File: src/rtl/acc_ctrl_pkg.sv
// Shared encodings for the accumulator multi-cycle controller.
// Latency: n/a (types and constants only).
// Backpressure: n/a.
//
// Holds the FSM state encoding, the 4-bit opcode map, the ALU command
// codes and the opcode class used between the decoder and the FSM.
package acc_ctrl_pkg;

    typedef enum logic [2:0] {
        ST_IDLE   = 3'd0,
        ST_FETCH  = 3'd1,
        ST_DECODE = 3'd2,
        ST_MEMRD  = 3'd3,
        ST_MEMWR  = 3'd4,
        ST_WB     = 3'd5,
        ST_JUMP   = 3'd6,
        ST_HALT   = 3'd7
    } state_e;

    // Opcode map (low nibble; any set bit above the nibble is illegal).
    localparam logic [3:0] OP_LDA = 4'd0;
    localparam logic [3:0] OP_STA = 4'd1;
    localparam logic [3:0] OP_ADD = 4'd2;
    localparam logic [3:0] OP_SUB = 4'd3;
    localparam logic [3:0] OP_AND = 4'd4;
    localparam logic [3:0] OP_NOT = 4'd5;
    localparam logic [3:0] OP_JMP = 4'd6;
    localparam logic [3:0] OP_JZ  = 4'd7;
    localparam logic [3:0] OP_NOP = 4'd8;
    localparam logic [3:0] OP_HLT = 4'd15;

    localparam int ALU_CMD_W = 3;

    typedef enum logic [ALU_CMD_W-1:0] {
        ALU_ADD  = 3'd0,
        ALU_SUB  = 3'd1,
        ALU_AND  = 3'd2,
        ALU_NOT  = 3'd3,
        ALU_PASS = 3'd4
    } alu_cmd_e;

    // What the FSM needs to know about an opcode to sequence it.
    typedef enum logic [3:0] {
        CLS_LOAD    = 4'd0,  // LDA: memory read, write AC via pass-through
        CLS_STORE   = 4'd1,  // STA: memory write of AC
        CLS_ALU_MEM = 4'd2,  // ADD/SUB/AND: memory operand, ALU result to AC
        CLS_ALU_REG = 4'd3,  // NOT: AC-only ALU op
        CLS_JMP     = 4'd4,
        CLS_JZ      = 4'd5,
        CLS_NOP     = 4'd6,
        CLS_HALT    = 4'd7,
        CLS_ILLEGAL = 4'd8
    } op_class_e;

endpackage

File: src/rtl/acc_op_decode.sv
// Opcode classifier: maps an opcode to its sequencing class and ALU command.
// Latency: purely combinational, zero cycles.
// Backpressure: none; output follows input.
//
// Ports:
//   upcode_i  [OPW-1:0]  opcode to classify
//   class_o              sequencing class (CLS_ILLEGAL for unmapped codes)
//   alu_o                ALU command for the write-back of this opcode
module acc_op_decode
    import acc_ctrl_pkg::*;
#(
    parameter int OPW = 4
) (
    input  logic [OPW-1:0] upcode_i,
    output op_class_e      class_o,
    output alu_cmd_e       alu_o
);

    // Any bit above the 4-bit opcode map makes the opcode illegal.
    logic hi_zero;

    generate
        if (OPW > 4) begin : g_wide
            assign hi_zero = ~|upcode_i[OPW-1:4];
        end else begin : g_narrow
            assign hi_zero = 1'b1;
        end
    endgenerate

    always_comb begin
        class_o = CLS_ILLEGAL;
        alu_o   = ALU_PASS;
        if (hi_zero) begin
            case (upcode_i[3:0])
                OP_LDA: class_o = CLS_LOAD;
                OP_STA: class_o = CLS_STORE;
                OP_ADD: begin class_o = CLS_ALU_MEM; alu_o = ALU_ADD; end
                OP_SUB: begin class_o = CLS_ALU_MEM; alu_o = ALU_SUB; end
                OP_AND: begin class_o = CLS_ALU_MEM; alu_o = ALU_AND; end
                OP_NOT: begin class_o = CLS_ALU_REG; alu_o = ALU_NOT; end
                OP_JMP: class_o = CLS_JMP;
                OP_JZ:  class_o = CLS_JZ;
                OP_NOP: class_o = CLS_NOP;
                OP_HLT: class_o = CLS_HALT;
                default: class_o = CLS_ILLEGAL;
            endcase
        end
    end

endmodule

File: src/rtl/acc_mc_controller.sv
// Multi-cycle Moore control FSM for a single-accumulator CPU datapath.
// Latency: 2..4 cycles per instruction with mem_ready high, +1 per wait cycle.
// Backpressure: FETCH/MEMRD/MEMWR hold with outputs steady until mem_ready=1.
//
// Ports:
//   clk, rst (async active-low)      clock and reset
//   upcode [OPW-1:0]                 opcode from IR, valid from DECODE on
//   mem_ready, acZero                memory handshake, accumulator-is-zero
//   pcWrite..ACread, ALUcommand      datapath controls
//   halted, illegal                  status (illegal is a one-cycle pulse)
module acc_mc_controller
    import acc_ctrl_pkg::*;
#(
    parameter int OPW  = 4,
    parameter int ALUW = 3
) (
    input  logic            clk,
    input  logic            rst,
    input  logic [OPW-1:0]  upcode,
    input  logic            mem_ready,
    input  logic            acZero,
    output logic            pcWrite,
    output logic            pcSrc,
    output logic            memAddressSel,
    output logic            ACdataSel,
    output logic            memRead,
    output logic            memWrite,
    output logic            irWrite,
    output logic            ACwrite,
    output logic            ACread,
    output logic [ALUW-1:0] ALUcommand,
    output logic            halted,
    output logic            illegal
);

    state_e               state_q, state_d;
    logic     [OPW-1:0]   op_q, op_d;
    op_class_e            op_cls;
    alu_cmd_e             op_alu;
    alu_cmd_e             alu_cmd;
    logic [ALU_CMD_W-1:0] alu_bits;

    // The IR is loaded on the FETCH->DECODE edge, so the opcode only becomes
    // valid during DECODE. DECODE therefore classifies the live upcode and the
    // same value is captured as DECODE is left; every later state works from
    // the captured copy, so upcode may change freely after DECODE.
    assign op_d = (state_q == ST_DECODE) ? upcode : op_q;

    acc_op_decode #(
        .OPW (OPW)
    ) u_dec (
        .upcode_i (op_d),
        .class_o  (op_cls),
        .alu_o    (op_alu)
    );

    always_ff @(posedge clk or negedge rst) begin
        if (!rst) begin
            state_q <= ST_IDLE;
            op_q    <= '0;
        end else begin
            state_q <= state_d;
            op_q    <= op_d;
        end
    end

    always_comb begin
        state_d       = state_q;
        pcWrite       = 1'b0;
        pcSrc         = 1'b0;
        memAddressSel = 1'b0;
        ACdataSel     = 1'b0;
        memRead       = 1'b0;
        memWrite      = 1'b0;
        irWrite       = 1'b0;
        ACwrite       = 1'b0;
        ACread        = 1'b0;
        halted        = 1'b0;
        illegal       = 1'b0;
        // IDLE, DECODE and HALT drive every control low, ALU code included;
        // the active states select PASS unless write-back needs a real op.
        alu_cmd       = ALU_ADD;

        case (state_q)
            ST_IDLE: state_d = ST_FETCH;

            ST_FETCH: begin
                memRead = 1'b1;
                alu_cmd = ALU_PASS;
                if (mem_ready) begin
                    irWrite = 1'b1;
                    pcWrite = 1'b1;
                    state_d = ST_DECODE;
                end
            end

            ST_DECODE: begin
                case (op_cls)
                    CLS_LOAD, CLS_ALU_MEM: state_d = ST_MEMRD;
                    CLS_STORE:             state_d = ST_MEMWR;
                    CLS_ALU_REG:           state_d = ST_WB;
                    CLS_JMP:               state_d = ST_JUMP;
                    CLS_JZ:                state_d = acZero ? ST_JUMP : ST_FETCH;
                    CLS_NOP:               state_d = ST_FETCH;
                    CLS_HALT:              state_d = ST_HALT;
                    default: begin
                        illegal = 1'b1;
                        state_d = ST_FETCH;
                    end
                endcase
            end

            ST_MEMRD: begin
                memAddressSel = 1'b1;
                memRead       = 1'b1;
                alu_cmd       = ALU_PASS;
                if (mem_ready) state_d = ST_WB;
            end

            ST_MEMWR: begin
                memAddressSel = 1'b1;
                memWrite      = 1'b1;
                ACread        = 1'b1;
                alu_cmd       = ALU_PASS;
                if (mem_ready) state_d = ST_FETCH;
            end

            ST_WB: begin
                ACwrite = 1'b1;
                state_d = ST_FETCH;
                if (op_cls == CLS_LOAD) begin
                    ACdataSel = 1'b0;
                    alu_cmd   = ALU_PASS;
                end else begin
                    ACdataSel = 1'b1;
                    ACread    = 1'b1;
                    alu_cmd   = op_alu;
                end
            end

            ST_JUMP: begin
                pcWrite = 1'b1;
                pcSrc   = 1'b1;
                alu_cmd = ALU_PASS;
                state_d = ST_FETCH;
            end

            ST_HALT: halted = 1'b1;

            default: state_d = ST_IDLE;
        endcase
    end

    assign alu_bits   = alu_cmd;
    assign ALUcommand = ALUW'(alu_bits);

endmodule
File: config.mk
export PLATFORM = sky130hd
export DESIGN_NAME = acc_mc_controller
export DESIGN_NICKNAME = d
export VERILOG_FILES = /design/src/rtl/acc_ctrl_pkg.sv /design/src/rtl/acc_op_decode.sv /design/src/rtl/acc_mc_controller.sv
export SDC_FILE = /design/constraint.sdc
export NUM_CORES = 1
export LEC_CHECK = 0
export CORE_MARGIN = 1
export CORE_UTILIZATION = 25
export DETAILED_ROUTE_END_ITERATION = 7
export GPL_ROUTABILITY_DRIVEN = 0
export HOLD_SLACK_MARGIN = 0.12
export PLACE_DENSITY = 0.56
export SYNTH_ARGS = -nofsm -noshare
export SYNTH_HDL_FRONTEND = slang
export SYNTH_SLANG_ARGS = --single-unit
File: constraint.sdc
create_clock -name clk -period 4.4 [get_ports clk]
set_input_delay 0.44 -clock clk [delete_from_list [all_inputs] [get_ports clk]]
set_output_delay 0.44 -clock clk [all_outputs]
set_load 0.02 [all_outputs]
==> impl_metrics.env <==
export IMPL_outcome="finished clean"
export IMPL_final_layout_size_suffix_gt1_frac=0.1239
export IMPL_cts_setup_buffers=0
export IMPL_power_leakage_nw=0.4175
export IMPL_clock_sinks=7
export IMPL_rr_worst_depth=5
export IMPL_synth_seq_area_share=0.2385
export IMPL_initial_core_util=0.2641
export IMPL_peakVddDrop_mv=0.3059
export IMPL_cp_end_kind="output port"
export IMPL_timing_final_crit_share=0.7601
export IMPL_critical_path_max_fanout=14
export IMPL_internal_power_mw=0.3391
export IMPL_nFillCells=294
export IMPL_h_tree_depth=1
export IMPL_slowest_stage="dfrtp_1"
export IMPL_die_x_um=56.20
export IMPL_antenna_found_initial=0
export IMPL_ant_nets=0
export IMPL_slowest_delay_ns=0.56
export IMPL_critPathLaunch="state_q[1]$_DFFE_PN0P_"
export IMPL_startpoint_type="flop"
export IMPL_grt_max_degree=16
export IMPL_slew_viol_final=0
export IMPL_netSwitchingPower_mw=0.3197
export IMPL_postCtsHoldBufs=0
export IMPL_rows=19
export IMPL_dp_cells=140
export IMPL_place_hpwl_um=1488
export IMPL_slew_headroom=0.6394
export IMPL_cts_buffers_inserted=3
export IMPL_wl_per_cell_um=13.44
export IMPL_cap_violations=0
export IMPL_die_height_um=56.20
export IMPL_yosys_cell_types_count=35
export IMPL_crit_required_ns=3.96
export IMPL_dr_pass1_iters=4
export IMPL_crit_arrival_ns=2.90
export IMPL_initialDrtViolationCount=36
export IMPL_syn_inst=93
export IMPL_drc=0
export IMPL_diodes=0
export IMPL_timing_hold_ws_ns=0.4488
export IMPL_postLayoutCellArea_um2=982.2
export IMPL_worst_r2r_setup_slack_ns=2.21
export IMPL_swShare=0.4853
export IMPL_fin_cells=144
export IMPL_hp_class="input port to asynchronous set/reset pin"
export IMPL_grt_pass1_wl_um=3277
export IMPL_viasPerCell=5.222
export IMPL_max_freq_ghz=0.2990
export IMPL_grt_usage=0.1309
export IMPL_seq_power_share=0.241
export IMPL_die_area_um2=3158
export IMPL_numPortBuffers=21
export IMPL_insertion_delay_ns=0.25
export IMPL_cts_reportedPaths_clkPinSlew_ns=0.05
export IMPL_grt_pass1_vias=697
export IMPL_combPwrFrac=0.671
export IMPL_grt_setup_unrepaired="false"
export IMPL_cts_path_max_buffers=2
export IMPL_tightest_slew_ns=0.5353
export IMPL_syn_area_per_cell_um2=7.897
export IMPL_cts_resized=0
export IMPL_p_per_area_nw_per_um2=670.7
export IMPL_crit_path_cell_trace="nor3b_4 > mux2i_1 > inv_1 > o31a_1 > or2_2 > clkdlybuf4s50_1"
export IMPL_grt_overflow=0
export IMPL_syn_num_nets=103
export IMPL_final_hold_viol_count=0
export IMPL_totalWireLength_um=1936
export IMPL_core_um2=2781
export IMPL_io_pins=22
export IMPL_yosys_warnings=0
export IMPL_reg2reg_to="state_q[0]$_DFFE_PN0P_"
export IMPL_cts_tree="done"
export IMPL_fin_crit_ns=3.344
export IMPL_r2r_start="state_q[1]$_DFFE_PN0P_"
export IMPL_setup_viol=0
export IMPL_setup_tns_final_ns=0
export IMPL_cts_root_buf="clkbuf_4"
export IMPL_dpl_cell_area_um2=955.9
export IMPL_p_clk_frac=0.087
export IMPL_synth_area_um2=734.5
export IMPL_syn2layout_area_growth_pct=33.73
export IMPL_vias=752
export IMPL_path_class="flop to output port"
export IMPL_ys_ff_latch=7
export IMPL_nets=124
export IMPL_finClkSkew_ns=0.006573
## Yosys cell counts
library cell	count	area (µm²)
inv_1	9	33.78
nand2_1	8	30.03
a21oi_1	7	35.03
dfrtp_1	7	175.2
o21ai_0	7	35.03
mux2i_1	6	60.06
nor2_1	6	22.52
nor3_1	6	30.03
clkbuf_1	3	11.26
a221oi_1	2	17.52
ha_1	2	25.02
mux2_2	2	22.52
nand2b_1	2	12.51
nor2b_1	2	12.51
nor4_1	2	12.51
or3_1	2	12.51
or3b_2	2	17.52
a2111oi_2	1	15.01
a21o_1	1	7.510
a22o_2	1	10.01
a31oi_1	1	6.260
and2b_2	1	8.760
and3_1	1	6.260
buf_2	1	5.000
buf_6	1	11.26
nor3b_4	1	18.77
o21ai_1	1	5.000
o22a_1	1	8.760
o31a_1	1	8.760
o32a_1	1	10.01
o41ai_1	1	8.760
o41ai_2	1	16.27
or2_2	1	6.260
or3_2	1	7.510
xor2_1	1	8.760
## power by group through the flow
stage               logic [mW]  registers [mW]  clock network, mW
global route             0.489           0.166             0.0662
detailed placement       0.441           0.159                  0
CTS                      0.445           0.158             0.0602
floorplan                0.337           0.122                  0
global placement         0.440           0.159                  0
finish                   0.442           0.159             0.0573
## cell type report
type / instances / area, µm² / share of cell area
clock buffer: 4 / 26.28 / 0.02675
inverter: 9 / 33.78 / 0.03439
multi-input combinational: 72 / 498.0 / 0.5070
sequential: 7 / 175.2 / 0.1783
tap: 31 / 38.79 / 0.03949
timing repair buffer: 21 / 210.2 / 0.2140
## state kept, by name (all words and copies together), names as in the netlist
name     flops
op_q         4
state_q      3
## critical path, delay by kind of cell, from the launching register on
family	cells	cell delay, ns
DFF	1	0.56
muxes	1	0.40
AOI/OAI and AO/OA	1	0.31
and+or+nand+nor	2	0.75
buffers and inverters	2	0.64
## placed cells by master, fill, tap and decap left out
master / instances
clkdlybuf4s50_1: 21
inv_1: 9
nand2_1: 8
o21ai_0: 7
a21oi_1: 7
dfrtp_1: 7
mux2i_1: 6
nor3_1: 6
nor2_1: 6
clkbuf_4: 3
mux2_2: 2
or3_1: 2
nor4_1: 2
or3b_2: 2
nand2b_1: 2
nor2b_1: 2
a221oi_1: 2
ha_1: 2
nor3b_4: 1
xor2_1: 1
o31a_1: 1
or2_2: 1
and2b_2: 1
a21o_1: 1
and3_1: 1
or3_2: 1
o41ai_1: 1
o21ai_1: 1
a31oi_1: 1
o22a_1: 1
o32a_1: 1
a22o_2: 1
o41ai_2: 1
a2111oi_2: 1
clkbuf_1: 1
## worst max-delay path by stage
stage | end | depth (start not counted)
after detailed placement | ACread | 6
final | ACread | 6
after global routing | ACread | 6
after CTS | ACread | 6
after floorplan | ALUcommand[0] | 5
after global placement | ACread | 6
## layer usage
layer / vias up / GRT usage / wire [µm]
met2: 32 / 0.1922 / 839
met4: 0 / 0.05226 / 13
met5: - / 0 / 0
li1: 378 / - / -
met1: 340 / 0.1909 / 973
met3: 2 / 0.01860 / 109
## logic make-up after synthesis
| family | share of synthesized area |
|---|---|
| xor gates and xnor gates | 0.01193 |
| buffers and inverters | 0.08346 |
| and+or+nand+nor | 0.2692 |
| adders and majority gates | 0.03407 |
| DFF | 0.2385 |
| muxes | 0.1124 |
| AOI/OAI and AO/OA | 0.2504 |
## stage by stage
step	worst slack, ns	util	total power, mW
after floorplan	1.901	-	0.4592
after global placement	1.375	0.3437	0.5992
after detailed placement	1.329	0.3437	0.6004
after CTS	1.046	0.3531	0.6626
after global routing	0.8551	0.3531	0.7208
final	1.056	0.3531	0.6587
Note: power is estimated with default switching activity, not from simulation.
